==> src/rtl/bus_arb_pkg.sv <==
// Shared types and bus field widths for the two-host bus arbiter.
// Optional watchdog is enabled with BUS_ARBITER_TIMEOUT_EN.
package bus_arb_pkg;

   localparam int ADDR_W = 32;
   localparam int DATA_W = 32;
   localparam int MASK_W = 4;

   localparam logic [DATA_W-1:0] BUS_TIMEOUT_DATA = 32'hDEADBEEF;

   typedef enum logic [1:0] {
      IDLE = 2'd0,
      GNT0 = 2'd1,
      GNT1 = 2'd2
   } arb_state_t;

endpackage

==> src/rtl/bus_arb_timeout.sv <==
// Grant watchdog: counts granted cycles and flags expiry.
// Only instantiated when BUS_ARBITER_TIMEOUT_EN is defined.
module bus_arb_timeout #(
   parameter int TIMEOUT_CYCLES = 1024,
   parameter int TIMEOUT_W      = 11
) (
   input  logic clk,
   input  logic rst,
   input  logic clear,
   input  logic run,
   output logic expired
);

   localparam logic [TIMEOUT_W-1:0] LAST_CNT = TIMEOUT_W'(TIMEOUT_CYCLES - 1);

   logic [TIMEOUT_W-1:0] r_count;

   // count granted cycles, restart whenever the arbiter is idle
   always_ff @(posedge clk) begin
      if (!rst) begin
         r_count <= '0;
      end else if (clear) begin
         r_count <= '0;
      end else if (run) begin
         r_count <= r_count + TIMEOUT_W'(1);
      end
   end

   assign expired = run & (r_count == LAST_CNT);

endmodule

==> src/rtl/bus_arbiter_2to1.sv <==
// Round-robin 2:1 bus arbiter with per-transaction lock.
// Define BUS_ARBITER_TIMEOUT_EN to add forced completion on a hung device.
module bus_arbiter_2to1
   import bus_arb_pkg::*;
#(
   parameter int TIMEOUT_CYCLES = 1024,
   parameter int TIMEOUT_W      = 11
) (
   input  logic                   clk,
   input  logic                   rst,
   input  logic [1:0][ADDR_W-1:0] host_address,
   input  logic [1:0][DATA_W-1:0] host_data_write,
   input  logic [1:0][MASK_W-1:0] host_write_mask,
   input  logic [1:0]             host_wen,
   input  logic [1:0]             host_ren,
   output logic [1:0][DATA_W-1:0] host_data_read,
   output logic [1:0]             host_ready,
   output logic [ADDR_W-1:0]      device_address,
   output logic [DATA_W-1:0]      device_data_write,
   output logic [MASK_W-1:0]      device_write_mask,
   output logic                   device_wen,
   output logic                   device_ren,
   input  logic [DATA_W-1:0]      device_data_read,
   input  logic                   device_ready,
   output logic [1:0]             grant_id,
   output logic                   timeout_flag
);

   localparam bit CFG_OK = (2 ** TIMEOUT_W) > TIMEOUT_CYCLES;

   arb_state_t r_state;
   arb_state_t w_next_state;
   logic       r_last;
   logic       w_next_last;
   logic [1:0] w_req;
   logic       w_sel;
   logic       w_expired;

   assign w_req = host_wen | host_ren;

`ifdef BUS_ARBITER_TIMEOUT_EN
   logic w_tmo;

   bus_arb_timeout #(
      .TIMEOUT_CYCLES (TIMEOUT_CYCLES),
      .TIMEOUT_W      (TIMEOUT_W)
   ) u_timeout (
      .clk     (clk),
      .rst     (rst),
      .clear   (r_state == IDLE),
      .run     (r_state != IDLE),
      .expired (w_tmo)
   );

   assign w_expired = w_tmo & CFG_OK;
`else
   assign w_expired = 1'b0 & CFG_OK;
`endif

   // state and round-robin pointer registers
   always_ff @(posedge clk) begin
      if (!rst) begin
         r_state <= IDLE;
         r_last  <= 1'b1;
      end else begin
         r_state <= w_next_state;
         r_last  <= w_next_last;
      end
   end

   // arbitration, device mux and response routing
   always_comb begin
      w_next_state      = r_state;
      w_next_last       = r_last;
      w_sel             = 1'b0;
      device_address    = '0;
      device_data_write = '0;
      device_write_mask = '0;
      device_wen        = 1'b0;
      device_ren        = 1'b0;
      host_data_read    = '0;
      host_ready        = '0;
      grant_id          = '0;
      timeout_flag      = 1'b0;
      unique case (r_state)
         IDLE: begin
            if (w_req == 2'b11) begin
               w_next_state = r_last ? GNT0 : GNT1;
            end else if (w_req[0]) begin
               w_next_state = GNT0;
            end else if (w_req[1]) begin
               w_next_state = GNT1;
            end
         end
         GNT0, GNT1: begin
            w_sel             = (r_state == GNT1);
            grant_id[w_sel]   = 1'b1;
            device_address    = host_address[w_sel];
            device_data_write = host_data_write[w_sel];
            device_write_mask = host_write_mask[w_sel];
            device_wen        = host_wen[w_sel];
            device_ren        = host_ren[w_sel];
            host_data_read[w_sel] = device_data_read;
            host_ready[w_sel]     = device_ready;
            if (device_ready) begin
               w_next_state = IDLE;
               w_next_last  = w_sel;
            end else if (w_expired) begin
               device_address        = '0;
               device_data_write     = '0;
               device_write_mask     = '0;
               device_wen            = 1'b0;
               device_ren            = 1'b0;
               host_ready[w_sel]     = 1'b1;
               host_data_read[w_sel] = BUS_TIMEOUT_DATA;
               timeout_flag          = 1'b1;
               w_next_state          = IDLE;
               w_next_last           = w_sel;
            end else if (!w_req[w_sel]) begin
               w_next_state = IDLE;
            end
         end
         default: begin
            w_next_state = IDLE;
         end
      endcase
   end

endmodule

==> config.mk <==
export PLATFORM = sky130hd
export DESIGN_NAME = bus_arbiter_2to1
export DESIGN_NICKNAME = d
export VERILOG_FILES = /design/src/rtl/bus_arb_pkg.sv /design/src/rtl/bus_arb_timeout.sv /design/src/rtl/bus_arbiter_2to1.sv
export SDC_FILE = /design/constraint.sdc
export NUM_CORES = 1
export LEC_CHECK = 0
export ABC_AREA = 1
export CAP_MARGIN = 25
export CORE_AREA = 4 4 120 122
export CTS_BUF_LIST = sky130_fd_sc_hd__clkbuf_16
export CTS_CLUSTER_DIAMETER = 120
export DETAILED_ROUTE_END_ITERATION = 8
export DIE_AREA = 0 0 124 126
export PLACE_DENSITY = 0.6
export SLEW_MARGIN = 5
export SYNTH_ARGS = -nofsm -noshare
export SYNTH_HDL_FRONTEND = slang
export SYNTH_SLANG_ARGS = --single-unit
==> constraint.sdc <==
create_clock -name clk -period 1.38 [get_ports clk]
set_input_delay 0.276 -clock clk [delete_from_list [all_inputs] [get_ports clk]]
set_output_delay 0.276 -clock clk [all_outputs]
set_load 0.1 [all_outputs]
* After elaboration in Yosys (flattened, before gate mapping)
Cells that the tools add are included.
** Storage, ports and cells
- Bits in read-only memories :: 0
- Flip-flop bits (word level) :: 3
- Output and inout bits :: 139
- Logic and storage cells :: 48
- Memories :: 0
- Bits of input ports :: 175
- Bits in writable memories :: 0
- Latch bits :: 0
** Operators by class
- Multiply operators :: 0
- Bitwise operators :: 3
- Eq/ne operators :: 5
- Add/sub/neg operators :: 0
- Reductions and logical operators :: 5
- Div/mod/pow operators :: 0
- Magnitude comparators :: 2
- Multiplexer cells :: 31
- Shift-type cells :: 0
** Operators with widths (count)
- 32-bit two-way mux :: 7
- 64-bit AND :: 1
- 64-bit two-way mux :: 1
- 32-bit demux with 1-bit select :: 1
- 2-bit two-way mux :: 8
- 4-bit two-way mux :: 3
- 1-bit two-way mux :: 9
- 2-bit == test (second input constant) :: 2
- 4-bit != test (second input constant) :: 1
- 2-bit case mux with 2 select lines :: 1
- 2-bit AND reduction :: 2
- 3-bit != test (second input constant) :: 1
- 2-bit AND :: 1
- 2-bit by 1-bit == test with 1-bit output (second input constant) :: 1
- 2-bit logical NOT :: 1
- 1-bit by 2-bit < comparator with 1-bit output (second input constant) :: 1
- 2-bit bitwise OR :: 1
- 2-bit OR reduction :: 1
- 1-bit demux with 1-bit select :: 1
- 1-bit greater-or-equal comparator (second input constant) :: 1
- 1-bit logical AND :: 1

* Logic depth before layout (Yosys ltp)
Gate-level depths: netlist (run 1).
- Word-level depth :: 7
- Mapped depth :: 9
- Gate-level depth less buffers :: 8

* Least setup slack after synthesis (run 1)
Ideal clock, no wire load.
- Path type :: flip-flop to output port
- Start :: register r_state[0]
- End :: output device_address[30]
- Data arrival time :: 3.189 ns
- Stages on the path, launching flop included :: 7
- Setup slack :: -2.085 ns
- Cells stage by stage :: dfxtp_1 inv_1 ha_1 buf_6 buf_2 nand2_1 a21oi_1
** On the way
- Longest elaborated chain between the ends :: 4
- Elaborated cells on any way between the ends :: 6
- Those cells by class :: eq/ne (2); mux (3); reduce/logical (1)
** Ends and longest elaborated chain
- start, declared :: RTL line bus_arbiter_2to1.sv:31 : arb_state_t r_state;
- start signal, assigned :: RTL line bus_arbiter_2to1.sv:66 : r_state <= w_next_state;
- 2-bit == test :: RTL line bus_arbiter_2to1.sv:85, bus_arbiter_2to1.sv:96
- 32-bit two-way mux (not written as such) (2 in a row) :: RTL line bus_arbiter_2to1.sv:98 : device_address = host_address[w_sel];
- 32-bit two-way mux * :: RTL line bus_arbiter_2to1.sv:85 : unique case (r_state)
- end, declared :: RTL line bus_arbiter_2to1.sv:18 : output logic [ADDR_W-1:0] device_address,
Mark *: on every way between the ends. The rest lies on a longest branch, timed or not. The select of a mux whose other input is x is not followed.

* Worst setup path in the final report (run 1)
- Start :: register r_state[1]
- End :: output device_data_write[19]
** On the way
- Longest elaborated chain between the ends :: 4
- Elaborated cells on any way between the ends :: 6
- Those cells by class :: eq/ne (2); mux (3); reduce/logical (1)
** Ends and longest elaborated chain
- 2-bit == test :: RTL line bus_arbiter_2to1.sv:85, bus_arbiter_2to1.sv:96
- 32-bit two-way mux (not written as such) (2 in a row) :: RTL line bus_arbiter_2to1.sv:99 : device_data_write = host_data_write[w_sel];
- 32-bit two-way mux * :: RTL line bus_arbiter_2to1.sv:85
- end, declared :: RTL line bus_arbiter_2to1.sv:19 : output logic [DATA_W-1:0] device_data_write,
Marked as above.

==> results of run 1 <==
## metal layers
metal,GRT usage,routed length (um),up-vias
met5,0,0,-
met3,0.05022,1521,35
met4,0.05284,561,0
met2,0.3481,8929,198
met1,0.1720,5565,1828
li1,-,-,1910
## worst paths after layout
check / start / end / slack [ns]
setup / recovery: r_state[1] / device_data_write[19] / -0.62
setup reg to reg: r_state[0] / r_state[0] / -0.22
hold / removal: r_last / r_last / 0.51
hold reg to reg: r_last / r_last / 0.51
## layout by cell type (no fill, tap or decap), types with 6 or more instances in the layout
cell,n
buf_6,6
nor2_4,131
o21ai_2,26
buf_4,18
clkbuf_16,11
nand2_1,20
inv_1,38
o21ai_4,8
nand2_2,20
clkinvlp_4,33
o21ai_1,36
buf_12,150
clkdlybuf4s50_1,174
nor2_1,9
nor2_2,32
## state kept, by name, indices dropped and copies added (netlist names)
signal and flops:
r_last 1, r_state 2
## metrics by stage
step	hold slack (ns)	utilization	worst slack [ns]	TNS, ns
after detailed placement	0.5361	0.5856	-0.4540	-46.57
after global placement	0.5183	0.5856	-0.3869	-42.17
after global routing	0.5609	0.6670	-0.6726	-78.28
after CTS	0.5203	0.6101	-0.5701	-70.00
after floorplan	0.3522	-	-0.5772	-70.85
final	0.5144	0.6670	-0.6161	-71.01
## logic make-up after synthesis
kind of cell | after synthesis | synth area share
other | 1 | 0.002036
adder cells (fa/ha/maj) | 4 | 0.02717
flip-flops | 3 | 0.03261
AO/OA/AOI/OAI | 77 | 0.2092
AND/OR/NAND/NOR | 219 | 0.4783
buffers and inverters | 105 | 0.2507
## final cells by class
cell class | instances | area (um^2) | area share
multi-input combinational | 302 | 2696 | 0.3065
clock buffer | 3 | 75.07 | 0.008534
tap | 176 | 220.2 | 0.02503
timing repair inverter | 1 | 8.758 | 0.0009956
clock inverter | 1 | 3.754 | 0.0004267
inverter | 75 | 422.9 | 0.04807
antenna | 1 | 2.502 | 0.0002845
timing repair buffer | 363 | 5303 | 0.6028
sequential | 3 | 65.06 | 0.007396
## worst max-delay path: cells and delay by family (launching register included)
| kind | cells | cell delay, ns |
|---|---|---|
| buffers and inverters | 4 | 0.62 |
| flip-flops | 1 | 0.34 |
| AO/OA/AOI/OAI | 1 | 0.24 |
| adder cells (fa/ha/maj) | 1 | 0.21 |
| AND/OR/NAND/NOR | 1 | 0.07 |
## what timing repair did
item,CTS,global route
pin swaps,6,17
endpoints found under the setup margin,141,140
gates cloned,3,11
buffers inserted,2,7
gates resized for setup,52,119
==> impl_metrics.csv, run 1 <==
group,metric,value,unit
worst_hold_path,holdCritPathClass,"flip-flop to flip-flop",
setup_path,path_class,"flip-flop to output pin",
synth,ys_ff_latch,3,
setup_path,critPathRequiredTime,1.10,ns
synth,netlist_area,1842,um^2
timing,layout_setup_ws,-0.6161,ns
placed_design,placed_cell_area,7724,um^2
final_layout,fin_area,8797,um^2
setup_path,slowest_stage,"dfxtp_4",
cts,cts_hold_buf,0,
timing,fin_crit,1.996,ns
timing,hold_viol,0,
timing,fin_crit_sh,1.446,
grt,grt-ovfl-total,0,
die,die_h,126,um
cts,cts.clk_slew.worst_paths,0.03,ns
drt,num_vias,3971,
drt,dr.pass1.iters,4,
grt,grt_max_degree,48,
cts,numCtsBuffers,3,
synth,syn_inst,409,
drt,drt-initial-drc-count,105,
synth,synth_edf_count,0,
placed_design,dp_hpwl,12.48,mm
drt,ant_nets,0,
run,max_cap_viol_count,0,
die,dieArea,15620,um^2
worst_hold_path,hold_depth,2,
final_layout,layout.nets,928,
placed_design,placedCellCount,897,
final_layout,fin_cells,925,
drt,wire_per_inst,17.92,um
drt,wl,16.58,mm
setup_path,crit_chain,"buf_6 > ha_4 > buf_4 > clkbuf_16 > o21ai_1 > nor2_4 > buf_12",
final_layout,drive_gt1_frac,0.6176,
synth,yosys_warnings,0,
synth,synth-async-reset-ratio,0,
cts,cts_tree,"yes",
die,coreArea,13190,um^2
cts,cts_root_buf,"clkbuf_16",
synth,synth_area_leader_cell,"nor2_1",
drt,drc,0,
synth,syn_nets,588,
synth,synth.most_common_cell,"nor2_1",
die,num_rows,42,
timing,setup_viol,140,
die,initial_core_util,0.1396,
final_layout,n_fill_cell,1023,
die,io_pins,314,
grt,grt_pass1_wl,21.64,mm
outcome,failed_checks,"setup timing",
synth,syn-mean-instance-area,4.503,um^2
placed_design,gp_congestion,0.8045,
cts,cts_buffer_depth,2,
setup_path,arrival,1.72,ns
timing,finalClockSkew,0.001361,ns
setup_path,reg2regPathDepth,9,
final_layout,area_growth,377.6,%
cts,cts_max_level,1,
timing,rsz0062_at_grt,"true",
synth,synth-main-ff-cell,"dfxtp_1",
synth,yosys-top-cells-count,"152 x nor2_1, 73 x inv_1, 71 x o21ai_0",
outcome,status,"complete, but fails checks",
cts,insertion_delay,0.23,ns
synth,synth_cell_type_count,19,
setup_path,cp-end-kind,"output pin",
die,die_w,124,um
timing,timing.fmax,0.5010,GHz
grt,first_global_vias,3981,
setup_path,cpPeakStageDelay,0.34,ns
synth,synth_top_cell_area_share,0.3098,
cts,clock-sinks,3,
grt,antenna_found_initial,1,
placed_design,portBuffers,312,
setup_path,start_kind,"flip-flop",
setup_path,worst-path-max-fanout,12,
synth,synth_area_leaders,"nor2_1 31%, o21ai_0 19%, inv_1 15%, nand2_1 8.4%, nor2_2 6.8%",
grt,gr-usage-all-layers,0.1761,
drt,viasPerCell,4.293,
timing,drv_slew,0,
synth,ys_seq_area_frac,0.03261,
Power of run 1 is not shown: default switching activity piles up to over one toggle a cycle in this logic, so the estimate is an artifact.
==> run 2: changes to the inputs <==
- clock period: 1.38 -> 1.65 ns (I/O delays scaled with it)
==> run 2 against run 1 <==
Effect of this change: the run still ends with setup timing left; final cell count rose by 1.6%; non-clock buffer count rose by 14; global-route usage rose by 1.9 points; hold slack improved by 0.017 ns; critical path depth rose by 1; clock-buffer cell count did not move; first-iteration DRC count rose by 23%; utilization rose by 6.0 points; worst setup slack improved by 0.25 ns; critical path type unchanged.
==> impl_metrics.csv, run 2 (synthesis results as in run 1) <==
group,metric,value,unit
outcome,status,"complete, but fails checks",
outcome,failed_checks,"setup timing",
final_layout,layout_commonest_cell,"clkdlybuf4s50_1",
placed_design,gp_congestion,0.8092,
cts,cts_buffer_depth,2,
timing,fin_crit_sh,1.221,
cts,clock-sinks,3,
setup_path,arrival,1.68,ns
grt,gr-usage-all-layers,0.1947,
timing,timing.fmax,0.4963,GHz
die,die_h,126,um
drt,wl,18.61,mm
final_layout,layout.nets,943,
drt,num_vias,4165,
cts,insertion_delay,0.23,ns
timing,rsz0062_at_grt,"true",
setup_path,r2r_end,"r_state[1]",
final_layout,area_growth,420.3,%
setup_path,worst-path-max-fanout,9,
timing,whs,0.5312,ns
placed_design,placed_cell_area,7729,um^2
setup_path,ff2ff_setup_slack,0.02,ns
drt,viasPerCell,4.431,
drt,drc,0,
timing,layout_setup_ws,-0.3650,ns
drt,wire_per_inst,19.79,um
worst_hold_path,holdCritPathClass,"flip-flop to flip-flop",
timing,setup_viol,137,
setup_path,cp-end-kind,"output pin",
setup_path,startpoint,"r_state[1]",
setup_path,rr_startpoint,"r_state[0]",
grt,first_global_vias,4324,
final_layout,largest_register_ffs,2,
timing,drv_slew,0,
placed_design,dp_hpwl,12.47,mm
final_layout,regMostFlops,"r_state",
timing,fin_setup_tns,-43.24,ns
cts,cts_tree,"yes",
cts,cts_root_buf,"clkbuf_16",
placed_design,portBuffers,312,
final_layout,drive_gt1_frac,0.6723,
setup_path,critPathRequiredTime,1.32,ns
drt,dr.pass1.iters,4,
cts,cts_max_level,1,
cts,numCtsBuffers,3,
drt,drt-initial-drc-count,129,
grt,grt_max_degree,48,
setup_path,reg2regPathDepth,10,
setup_path,crit_path_end,"host_data_read[41]",
cts,cts.clk_slew.worst_paths,0.03,ns
die,io_pins,314,
final_layout,mostFrequentLayoutCells,"174 x clkdlybuf4s50_1, 154 x buf_12, 142 x nor2_4",
grt,antenna_found_initial,1,
final_layout,fin_area,9583,um^2
setup_path,path_class,"flip-flop to output pin",
die,initial_core_util,0.1396,
die,coreArea,13190,um^2
timing,fin_crit,2.015,ns
die,num_rows,42,
final_layout,top_regs,"r_state (2), r_last (1)",
grt,grt_pass1_wl,23.84,mm
grt,grt-ovfl-total,0,
run,max_cap_viol_count,0,
setup_path,start_kind,"flip-flop",
die,dieArea,15620,um^2
drt,ant_nets,0,
timing,hold_viol,0,
final_layout,n_fill_cell,883,
die,die_w,124,um
timing,finalClockSkew,0.003962,ns
final_layout,postLayoutCoreUtil,0.7265,
run 2: layout make-up:
| class | instances | area (um^2) | share of cell area |
|---|---|---|---|
| repair buffers | 377 | 5712 | 0.5960 |
| multi-input cells | 302 | 3052 | 0.3184 |
| inverters | 75 | 425.4 | 0.04439 |
| well taps | 176 | 220.2 | 0.02298 |
| clock buffers | 3 | 75.07 | 0.007834 |
| flip-flops and latches | 3 | 65.06 | 0.006789 |
| repair inverters | 2 | 27.53 | 0.002872 |
| clock inverters | 1 | 3.754 | 0.0003917 |
| diodes | 1 | 2.502 | 0.0002611 |
run 2: repair_timing:
| item | 4_1_cts | 5_1_grt |
|---|---|---|
| endpoints found under the hold margin | 0 | 0 |
| setup buffers | 8 | 4 |
| gates resized for setup | 86 | 191 |
| endpoints found under the setup margin | 139 | 139 |
| hold buffers | 0 | 0 |
| cloned | 10 | 18 |
| pin swaps | 17 | 55 |
run 2: worst max-delay path, stage by stage, from the launching register on:
cell        delay [ns]
dfxtp_4           0.34
buf_6             0.12
ha_4              0.19
buf_12            0.15
buf_12            0.15
buf_12            0.15
nand2_2           0.08
clkinvlp_4        0.11
buf_12            0.17
run 2: through the flow:
stage	instances	setup WS (ns)
6_report	940	-0.3650
5_1_grt	940	-0.4095
4_1_cts	917	-0.3546
3_5_place_dp	896	-0.2139
3_3_place_gp	896	-0.1796
2_1_floorplan	409	-0.3612
run 2: metal layers:
metal / vias up / GRT usage / wire (um) / part of all wire
met2: 215 / 0.3735 / 10000 / 0.54
met4: 0 / 0.06443 / 670 / 0.036
met1: 1956 / 0.1994 / 6340 / 0.34
met3: 46 / 0.05202 / 1594 / 0.086
li1: 1948 / - / - / -
met5: - / 0 / 0 / 0
run 2: how the worst min path moves through the flow:
stage,startpoint,to,cells after the start
after detailed placement,r_last,r_last,2
final,r_last,r_last,2
after global routing,r_last,r_last,2
after floorplan,rst,r_last,1
after global placement,r_last,r_last,2
after CTS,r_last,r_last,2
Power of run 2 is left out for the same reason.
==> run 3: changes to the inputs <==
--- a/config.mk
+++ b/config.mk
@@ -11,3 +11,3 @@
 export CTS_BUF_LIST = sky130_fd_sc_hd__clkbuf_16
-export CTS_CLUSTER_DIAMETER = 120
+export CTS_CLUSTER_DIAMETER = 50
 export DETAILED_ROUTE_END_ITERATION = 8
@@ -18,2 +18,3 @@
 export SYNTH_HDL_FRONTEND = slang
+export SYNTH_HIERARCHICAL = 1
 export SYNTH_SLANG_ARGS = --single-unit
==> constraint.sdc (replaced) <==
create_clock -name clk -period 1.65 [get_ports clk]
set_input_delay 0.2475 -clock clk [delete_from_list [all_inputs] [get_ports clk]]
set_output_delay 0.2475 -clock clk [all_outputs]
set_load 0.1 [all_outputs]
==> run 3 against run 2 <==
Effect of this change: the run still ends with setup timing left; clock skew decreased by 0.0038 ns; maximum frequency increased by 3.2%; clock-buffer cell count unchanged; via count decreased by 4.1%; die area unchanged; synthesized cell count unchanged; utilization decreased by 4.7 points; synthesized area unchanged; final cell count decreased by 2.1%; flip-flop and latch count unchanged; critical endpoint is now device_data_write[7]; largest cell class unchanged.
==> impl_metrics.csv, run 3 <==
group,metric,value,unit
outcome,status,"complete, but fails checks",
outcome,failed_checks,"setup timing",
die,initial_core_util,0.1396,
drt,drt-initial-drc-count,94,
final_layout,layout.nets,924,
synth,ys_ff_latch,3,
die,dieArea,15620,um^2
synth,syn_nets,588,
timing,hold_viol,0,
synth,synth_area_leader_cell,"nor2_1",
synth,synth.most_common_cell,"nor2_1",
synth,syn_inst,409,
synth,synth_top_cell_area_share,0.3098,
synth,synth_edf_count,0,
synth,synth_cell_type_count,19,
final_layout,layout_commonest_cell,"clkdlybuf4s50_1",
die,io_pins,314,
cts,insertion_delay,0.22,ns
timing,rsz0062_at_grt,"true",
setup_path,crit_path_frequent_cell,"buf_12",
drt,drc,0,
synth,syn-mean-instance-area,4.503,um^2
setup_path,worst-path-max-fanout,5,
cts,cts_max_level,1,
timing,fin_crit,1.953,ns
worst_hold_path,holdCritPathClass,"flip-flop to flip-flop",
setup_path,arrival,1.71,ns
setup_path,path_class,"flip-flop to output pin",
synth,ys_seq_area_frac,0.03261,
synth,synth-async-reset-ratio,0,
setup_path,ff2ff_setup_slack,0.05,ns
drt,num_vias,3996,
die,die_h,126,um
die,die_w,124,um
timing,drv_slew,0,
worst_hold_path,hold_start,"r_last",
final_layout,num_antenna_cells,0,
cts,cts.clk_slew.worst_paths,0.03,ns
worst_hold_path,hold_depth,2,
cts,cts_buffer_depth,2,
drt,viasPerCell,4.343,
synth,netlist_area,1842,um^2
synth,yosys_warnings,6,
die,num_rows,42,
synth,synth-main-ff-cell,"dfxtp_1",
setup_path,rr_startpoint,"r_state[1]",
cts,cts_hold_buf,0,
setup_path,slowest_stage,"dfxtp_4",
setup_path,cp-end-kind,"output pin",
setup_path,r2r_end,"r_state[1]",
cts,clock-sinks,3,
final_layout,top_regs,"r_state (2), r_last (1)",
cts,numCtsBuffers,3,
final_layout,mostFrequentLayoutCells,"174 x clkdlybuf4s50_1, 154 x buf_12, 104 x nor2_4",
grt,grt-ovfl-total,0,
final_layout,area_growth,386.3,%
setup_path,reg2regPathDepth,10,
cts,cts_root_buf,"clkbuf_16",
placed_design,portBuffers,312,
grt,grt_max_degree,37,
drt,ant_nets,0,
run,max_cap_viol_count,0,
timing,layout_setup_ws,-0.3029,ns
cts,cts_tree,"yes",
setup_path,cpPeakStageDelay,0.35,ns
die,coreArea,13190,um^2
synth,yosys-top-cells-count,"152 x nor2_1, 73 x inv_1, 71 x o21ai_0",
final_layout,largest_register_ffs,2,
setup_path,crit_chain,"buf_6 > ha_4 > buf_12 > buf_12 > buf_16 > o21ai_4 > nor2_4 > buf_12",
placed_design,gp_congestion,0.8094,
timing,fin_crit_sh,1.184,
final_layout,regMostFlops,"r_state",
drt,wl,17.25,mm
final_layout,drive_gt1_frac,0.6116,
drt,dr.pass1.iters,4,
synth,synth_area_leaders,"nor2_1 31%, o21ai_0 19%, inv_1 15%, nand2_1 8.4%, nor2_2 6.8%",
drt,wire_per_inst,18.74,um
grt,grt_pass1_wl,23.56,mm
grt,first_global_vias,4285,
grt,antenna_found_initial,0,
timing,timing.fmax,0.5121,GHz
timing,finalClockSkew,0.0001821,ns
timing,setup_viol,137,
grt,gr-usage-all-layers,0.1918,
worst_hold_path,hold_end,"r_last",
setup_path,start_kind,"flip-flop",
setup_path,critPathRequiredTime,1.40,ns
placed_design,dp_hpwl,12.61,mm
final_layout,postLayoutCoreUtil,0.6791,
[run 3: worst max-delay path: cells and delay by family, from the launching register on]
family,cells,cell delay [ns]
AO/OA/AOI/OAI,1,0.17
buffers and inverters,5,0.69
flip-flops,1,0.35
AND/OR/NAND/NOR,1,0.07
adder cells (fa/ha/maj),1,0.19
[run 3: routing by layer]
| metal | GRT usage | wire (um) | vias up |
|---|---|---|---|
| li1 | - | - | 1901 |
| met1 | 0.1953 | 5829 | 1886 |
| met2 | 0.3707 | 9467 | 183 |
| met3 | 0.05605 | 1540 | 26 |
| met4 | 0.05412 | 408 | 0 |
| met5 | 0 | 0 | - |
[run 3: area by class of cell]
| cell class | instances | area (um^2) |
|---|---|---|
| multi-input combinational | 301 | 2719 |
| timing repair buffer | 361 | 5449 |
| clock buffer | 3 | 75.07 |
| sequential | 3 | 65.06 |
| fill | 973 | 4233 |
| clock inverter | 1 | 3.754 |
| tap | 176 | 220.2 |
| inverter | 75 | 425.4 |
[run 3: worst max-delay path by stage]
stage	slack, ns	end	depth (start not counted)	from
6_report	-0.30	device_data_write[7]	8	r_state[1]
3_5_place_dp	-0.19	device_data_write[3]	6	r_state[0]
3_3_place_gp	-0.12	device_data_write[3]	6	r_state[0]
4_1_cts	-0.29	device_data_write[1]	6	r_state[1]
5_1_grt	-0.34	host_data_read[47]	8	r_state[1]
2_1_floorplan	-0.28	host_data_read[10]	7	r_state[0]
[run 3: cells by family (layout without fill, tap and decap cells)]
logic type      Yosys count  count (layout)  share of synthesized area
buf+inv                 105             440                     0.2507
other cells               1               1                   0.002036
flops                     3               3                    0.03261
fa+ha+maj                 4               4                    0.02717
simple gates            219             219                     0.4783
compound gates           77              77                     0.2092
[run 3: timing repair]
| item | 4_1_cts | 5_1_grt |
|---|---|---|
| endpoints found under the hold margin | 0 | 0 |
| resized for setup | 84 | 88 |
| setup endpoints to repair | 138 | 139 |
| pin swaps | 12 | 38 |
| setup buffers | 7 | 3 |
| cloned | 9 | 8 |
[run 3: stage by stage]
stage | worst slack (ns) | cells | hold WS (ns) | setup TNS (ns) | area, um^2
global placement | -0.1187 | 889 | 0.4933 | -7.297 | 7664
global route | -0.3405 | 920 | 0.5593 | -36.56 | 8957
CTS | -0.2928 | 909 | 0.5413 | -31.34 | 8334
detailed placement | -0.1861 | 889 | 0.5123 | -11.94 | 7664
floorplan | -0.2787 | 409 | 0.3237 | -29.92 | 2932
finish | -0.3029 | 920 | 0.5356 | -30.63 | 8957
Power of run 3 is left out for the same reason.
